<file path="src/rtl/spram_delay_scheduler_pkg.sv">
// Shared definitions for the SPRAM delay-line scheduler: state encoding and region sizing.
// No logic, so no latency.
// No flow control.
package spram_delay_scheduler_pkg;

    localparam int LEGAL_BITSIZE = 16;

    typedef enum logic [2:0] {
        ST_CLEAR = 3'd0,
        ST_IDLE  = 3'd1,
        ST_WR    = 3'd2,
        ST_RD    = 3'd3,
        ST_CAP   = 3'd4,
        ST_DONE  = 3'd5
    } sched_state_t;

    // Each channel owns an equal power-of-two slice of the RAM.
    function automatic int reglen_of(input int addrlen, input int nch);
        return addrlen - $clog2(nch);
    endfunction

endpackage

</file>
<file path="src/rtl/spram_delay_scheduler_lrclk_edge.sv">
// Registers lrclk twice and emits a one-cycle pulse on its rising edge.
// Pulse is high in the first cycle the first flop shows lrclk high.
// No flow control.
module lrclk_edge (
    input  logic clk,
    input  logic reset,
    input  logic lrclk,
    output logic frame_edge
);

    logic lr_q1;
    logic lr_q2;

    always_ff @(posedge clk) begin
        if (reset) begin
            lr_q1 <= 1'b0;
            lr_q2 <= 1'b0;
        end else begin
            lr_q1 <= lrclk;
            lr_q2 <= lr_q1;
        end
    end

    assign frame_edge = lr_q1 & ~lr_q2;

endmodule

</file>
<file path="src/rtl/spram_delay_scheduler.sv">
// Shares one 16Kx16 SPRAM among NCH delay lines: per frame a write, read and capture slot per channel.
// First write one cycle after the frame edge; rd_data and done land 1+3*NCH cycles after the edge.
// Edges arriving while busy are dropped and flagged in sticky overrun; edges during the clear are ignored.
module spram_delay_scheduler
    import spram_delay_scheduler_pkg::*;
#(
    parameter int BITSIZE = 16,
    parameter int ADDRLEN = 14,
    parameter int NCH     = 4,
    parameter int REGLEN  = reglen_of(ADDRLEN, NCH)
) (
    input  logic                     bclk,
    input  logic                     reset,
    input  logic                     lrclk,
    input  logic [NCH-1:0]           enable,
    input  logic [NCH*REGLEN-1:0]    offset,
    input  logic [NCH*BITSIZE-1:0]   wr_data,
    output logic [NCH*BITSIZE-1:0]   rd_data,
    output logic                     done,
    output logic                     busy,
    output logic                     cleaning,
    output logic                     overrun,
    output logic [ADDRLEN-1:0]       mem_addr,
    output logic [BITSIZE-1:0]       mem_din,
    output logic                     mem_wren,
    input  logic [BITSIZE-1:0]       mem_dout
);

    localparam int              CHW     = (NCH > 1) ? $clog2(NCH) : 1;
    localparam logic [CHW-1:0]  LAST_CH = CHW'(NCH - 1);

    if (BITSIZE != LEGAL_BITSIZE) begin : g_bad_bitsize
        $error("spram_delay_scheduler: BITSIZE must be 16");
    end
    if (NCH < 1 || NCH > 8 || (NCH & (NCH - 1)) != 0) begin : g_bad_nch
        $error("spram_delay_scheduler: NCH must be a power of 2 in 1..8");
    end
    if (REGLEN != reglen_of(ADDRLEN, NCH)) begin : g_bad_reglen
        $error("spram_delay_scheduler: REGLEN must equal ADDRLEN - log2(NCH)");
    end

    sched_state_t        state;
    logic [CHW-1:0]      ch;
    logic [REGLEN-1:0]   wr_ptr;
    logic [BITSIZE-1:0]  wr_buf [NCH];
    logic [BITSIZE-1:0]  rd_buf [NCH];
    logic                frame_edge;

    lrclk_edge u_lrclk_edge (
        .clk        (bclk),
        .reset      (reset),
        .lrclk      (lrclk),
        .frame_edge (frame_edge)
    );

    // Channel number in the top bits keeps every region isolated.
    function automatic logic [ADDRLEN-1:0] slot_addr(input logic [CHW-1:0] c, input logic [REGLEN-1:0] p);
        return (ADDRLEN'(c) << REGLEN) | ADDRLEN'(p);
    endfunction

    always_ff @(posedge bclk) begin
        if (!reset && state == ST_IDLE && frame_edge) begin
            for (int c = 0; c < NCH; c++) wr_buf[c] <= wr_data[c*BITSIZE +: BITSIZE];
        end
        if (!reset && state == ST_CAP) rd_buf[ch] <= mem_dout;
    end

    always_ff @(posedge bclk) begin
        if (reset) begin
            state    <= ST_CLEAR;
            ch       <= '0;
            wr_ptr   <= '0;
            mem_addr <= '0;
            mem_din  <= '0;
            mem_wren <= 1'b1;
            rd_data  <= '0;
            done     <= 1'b0;
            busy     <= 1'b1;
            cleaning <= 1'b1;
            overrun  <= 1'b0;
        end else begin
            done <= 1'b0;
            if (frame_edge && (state inside {ST_WR, ST_RD, ST_CAP, ST_DONE})) overrun <= 1'b1;
            case (state)
                ST_CLEAR: begin
                    // mem_addr doubles as the sweep counter; mem_din stays 0 throughout.
                    if (mem_addr == '1) begin
                        state    <= ST_IDLE;
                        mem_wren <= 1'b0;
                        cleaning <= 1'b0;
                        busy     <= 1'b0;
                    end else begin
                        mem_addr <= mem_addr + 1'b1;
                    end
                end
                ST_IDLE: begin
                    if (frame_edge) begin
                        state    <= ST_WR;
                        ch       <= '0;
                        busy     <= 1'b1;
                        mem_wren <= 1'b1;
                        mem_addr <= slot_addr('0, wr_ptr);
                        mem_din  <= wr_data[BITSIZE-1:0];
                    end
                end
                ST_WR: begin
                    state    <= ST_RD;
                    mem_wren <= 1'b0;
                    mem_addr <= slot_addr(ch, wr_ptr + offset[ch*REGLEN +: REGLEN]);
                end
                ST_RD: begin
                    state <= ST_CAP;
                end
                ST_CAP: begin
                    if (ch == LAST_CH) begin
                        state <= ST_DONE;
                        done  <= 1'b1;
                        // The last channel's capture is still on mem_dout this cycle.
                        for (int c = 0; c < NCH; c++) begin
                            rd_data[c*BITSIZE +: BITSIZE] <= enable[c] ? ((c == NCH - 1) ? mem_dout : rd_buf[c])
                                                                       : wr_buf[c];
                        end
                    end else begin
                        state    <= ST_WR;
                        ch       <= ch + 1'b1;
                        mem_wren <= 1'b1;
                        mem_addr <= slot_addr(ch + 1'b1, wr_ptr);
                        mem_din  <= wr_buf[ch + 1'b1];
                    end
                end
                ST_DONE: begin
                    state  <= ST_IDLE;
                    busy   <= 1'b0;
                    wr_ptr <= wr_ptr + 1'b1;
                end
                default: begin
                    state <= ST_CLEAR;
                end
            endcase
        end
    end

endmodule

</file>
<file path="config.mk">
export PLATFORM = sky130hd
export DESIGN_NAME = spram_delay_scheduler
export DESIGN_NICKNAME = d
export VERILOG_FILES = /design/src/rtl/spram_delay_scheduler_pkg.sv /design/src/rtl/spram_delay_scheduler_lrclk_edge.sv /design/src/rtl/spram_delay_scheduler.sv
export SDC_FILE = /design/constraint.sdc
export NUM_CORES = 1
export LEC_CHECK = 0
export ABC_AREA = 1
export CORE_MARGIN = 2
export CORE_UTILIZATION = 51
export DETAILED_ROUTE_END_ITERATION = 10
export MAX_ROUTING_LAYER = met4
export PLACE_DENSITY = 0.86
export SLEW_MARGIN = 20
export SYNTH_ARGS = -nofsm -noshare
export SYNTH_HDL_FRONTEND = slang
export SYNTH_SLANG_ARGS = --single-unit
</file>
<file path="constraint.sdc">
create_clock -name bclk -period 7.56 [get_ports bclk]
set_clock_uncertainty 0.05 [all_clocks]
set_input_delay 0.756 -clock bclk [delete_from_list [all_inputs] [get_ports bclk]]
set_output_delay 0.756 -clock bclk [all_outputs]
set_load 0.03 [all_outputs]
</file>
==> results.ini <==
[setup_path]
cpPeakStageDelay_ns = 0.59
r2r_start = ch[0]
timing.rr.end = mem_din[0]
crit_path_top_delay_cell = buf_4
arrival_ns = 3.80
path_class = reg2reg
critPathLaunchType = flip-flop
crit_required_ns = 7.90
critical_path.max_fanout = 75
rrSetupSlack_ns = 4.10
path_buf_inv = 3
cp_cell_sequence = buf_4 > ha_2 > buf_4 > nand2_2 > nand3_2 > inv_2 > o21ai_0 > a21oi_1
worst-path-stages = 8
crit_top_cell = buf_4
reg2regPathDepth = 8
worst_setup_path_end_kind = flip-flop
cp_top_family = buffers and inverters
cp-startpoint = ch[0]

[power_and_ir_drop]
leakage_nw = 5.061
clockPowerShare = 0.445
p_comb_frac = 0.056
intPower_mw = 2.075
power.switching_mw = 0.5489
vdd_drop_max_uv = 164.6
power_density_mw_per_mm2 = 188.0
switching_share = 0.2092
power.share.sequential = 0.499

[clocking]
root_buffer = clkbuf_16
post-cts-setup-buffer-count = 0
cts.sink_count = 230
path_clk_slew_ns = 0.07
cts-htree-levels = 1
cts_buffers = 24
clk_path_buf_depth = 3
cts_tree = built
cts_hold_buf = 0
post_cts_resized = 0
clk_latency_ns = 0.52

[drt]
wl_per_cell_microns = 19.06
routed_via_density = 5.722
drt_iter0_drc = 916
first_pass_iters = 8
num_vias = 9824
drtAntennaViolNets = 0
post-route-drc-count = 0
totalWireLength_microns = 32730

[yosys]
synth_fa_ha_area_frac = 0.02170
yosysUniqueCellTypes = 42
synthMuxAreaShare = 0.05040
synth_compound_area_frac = 0.1405
synth-simple-area-share = 0.1953
syn_area_per_cell_sq_um = 8.748
synth-xor-area-share = 0.002450
synthArstFlopShare = 0
synth_top_area_share = 0.3136
ys.flop_type = dfxtp_1
yosys_warnings = 0
syn_inst = 1226
synth_seq_cells = 230
synth_edf_count = 112
yosys-top-cells-area = edfxtp_1 31%, dfxtp_1 22%, nand2_1 8.3%
yosysSeqAreaShare = 0.5338
synth_nets = 1379
synth_top_cell_by_area = edfxtp_1
synth_top_family_by_area = simple AND/OR/NAND/NOR gates
syn_area_sq_mm = 0.01073

[final_layout]
drive_gt1_frac = 0.08466
n_fill_cell = 1618
stdcell_count = 1717
area_growth_syn_to_layout_pct = 30.12
regArea_sq_mm = 0.005727
final_nets = 1577
multi_input_area_sq_mm = 0.004408
utilization = 0.6702

[outcome]
outcome = finished, final reports clean

[grt]
grt_usage = 0.2959
grt_max_degree = 84
grt_pass1_wl_microns = 50270
grt_pass1_vias = 9546
antenna_found_initial = 1
grt_overflow = 0

[die]
die_area_sq_mm = 0.02221
die_h_microns = 149.0
num_rows = 53
core_region_area_sq_mm = 0.02082
initial_utilization = 0.5151
dieWidth_microns = 149.0
io_pins = 234

[timing]
final_hold_viol_count = 0
finalSetupTns_ns = 0
finalMaxSlewViolations = 0
rsz0062_at_grt = false
fin_crit_sh = 0.4574
worst_pin_slew_ns = 1.079
max-slew-margin-rel = 0.2804
fmax_mhz = 289.2
period_minus_slack_ns = 3.458
setup_viol = 0

[worst_hold_path]
hold_path_class = reg2reg
whs_endpoint = u_lrclk_edge.lr_q2
hold_depth = 2
min-delay-start = u_lrclk_edge.lr_q1

[placement]
portBuffers = 233
gp_congestion = 0.9589
dp_cells = 1673
hpwl_microns = 22700

[run]
cap_violations = 0

==> power groups by stage <==
| stage | clock [mW] | sequential (mW) | combinational [mW] |
|---|---|---|---|
| 2_1_floorplan | 0 | 1.34 | 0.0494 |
| 4_1_cts | 1.17 | 1.31 | 0.146 |
| 5_1_grt | 1.22 | 1.31 | 0.158 |
| 3_5_place_dp | 0 | 1.34 | 0.145 |
| 6_report | 1.17 | 1.31 | 0.148 |
| 3_3_place_gp | 0 | 1.34 | 0.144 |
==> cell type report <==
| cell class | instances | area share |
|---|---|---|
| clock inverters | 11 | 0.007710 |
| repair buffers | 243 | 0.1723 |
| clock buffers | 32 | 0.04743 |
| inverters | 80 | 0.02152 |
| well taps | 275 | 0.02465 |
| diodes | 1 | 0.0001793 |
| flip-flops and latches | 230 | 0.4103 |
| multi-input cells | 845 | 0.3159 |
==> placed cells by master (no fill, tap or decap), drive strengths merged, types with 3 or more instances in the layout <==
master         count
clkbuf            32
mux2              48
a22oi              3
nand4             10
dfxtp            118
o21bai             3
o21ai            118
o21a               3
ha                17
buf               11
clkinv            10
o22ai             10
nor3               6
nor2             113
inv               79
or2                4
a21oi            141
nand3b             5
clkdlybuf4s50    232
nand2            241
nand3            109
edfxtp           112
a211oi             3
==> worst max path at each step <==
stage / endpoint
6_report: mem_din[0]
5_1_grt: mem_din[0]
4_1_cts: mem_din[0]
3_5_place_dp: mem_din[3]
3_3_place_gp: mem_din[2]
2_1_floorplan: wr_buf[0][0]
==> sequential cells by signal (all words and copies together) (netlist names), 2 cells and up <==
| register | count |
|---|---|
| rd_data | 64 |
| wr_buf | 64 |
| rd_buf | 48 |
| mem_din | 16 |
| mem_addr | 14 |
| wr_ptr | 12 |
| state | 3 |
| ch | 2 |
==> Yosys cell counts (8+ instances only) <==
master      n
buf_1      13
nand2_1   238
mux2_2     48
edfxtp_1  112
a21oi_1   141
buf_2      17
o21ai_0    99
dfxtp_1   118
o22ai_1    10
inv_2       8
inv_1      70
nor2_1    108
nand4_1    10
nand3_1   104
o21ai_1    18
clkbuf_1   39
ha_1       17
==> metal layers <==
| metal | vias to the layer above | share of wire | track usage |
|---|---|---|---|
| li1 | 4601 | - | - |
| met4 | 0 | 0.032 | 0.09905 |
| met2 | 619 | 0.47 | 0.4793 |
| met3 | 79 | 0.12 | 0.05749 |
| met5 | - | 0 | - |
| met1 | 4525 | 0.38 | 0.3752 |
==> worst min-delay path: cells and delay by family (launching register included) <==
family | cells | cell delay (ns)
DFF | 1 | 0.29
buffers and inverters | 1 | 0.06
and+or+nand+nor | 1 | 0.04
==> through the flow <==
stage               setup WS [ns]  hold WS (ns)  total power [mW]  area (sq um)
global placement            4.262        0.3684             1.479         13180
finish                      4.102        0.3865             2.624         13960
CTS                         4.103        0.3926             2.622         13950
global route                3.760        0.4127             2.683         13960
floorplan                   1.408        0.3607             1.388         10730
detailed placement          4.166        0.3817             1.481         13180
==> logic make-up (layout without fill, tap and decap cells) <==
| family | count (synthesis) | count (layout) |
|---|---|---|
| buf+inv | 151 | 366 |
| simple gates | 488 | 488 |
| compound gates | 288 | 288 |
| xor+xnor | 3 | 3 |
| fa+ha+maj | 18 | 18 |
| other cells | 0 | 1 |
| mux | 48 | 48 |
| flops | 230 | 230 |
Power figures use the tool's default switching activity.
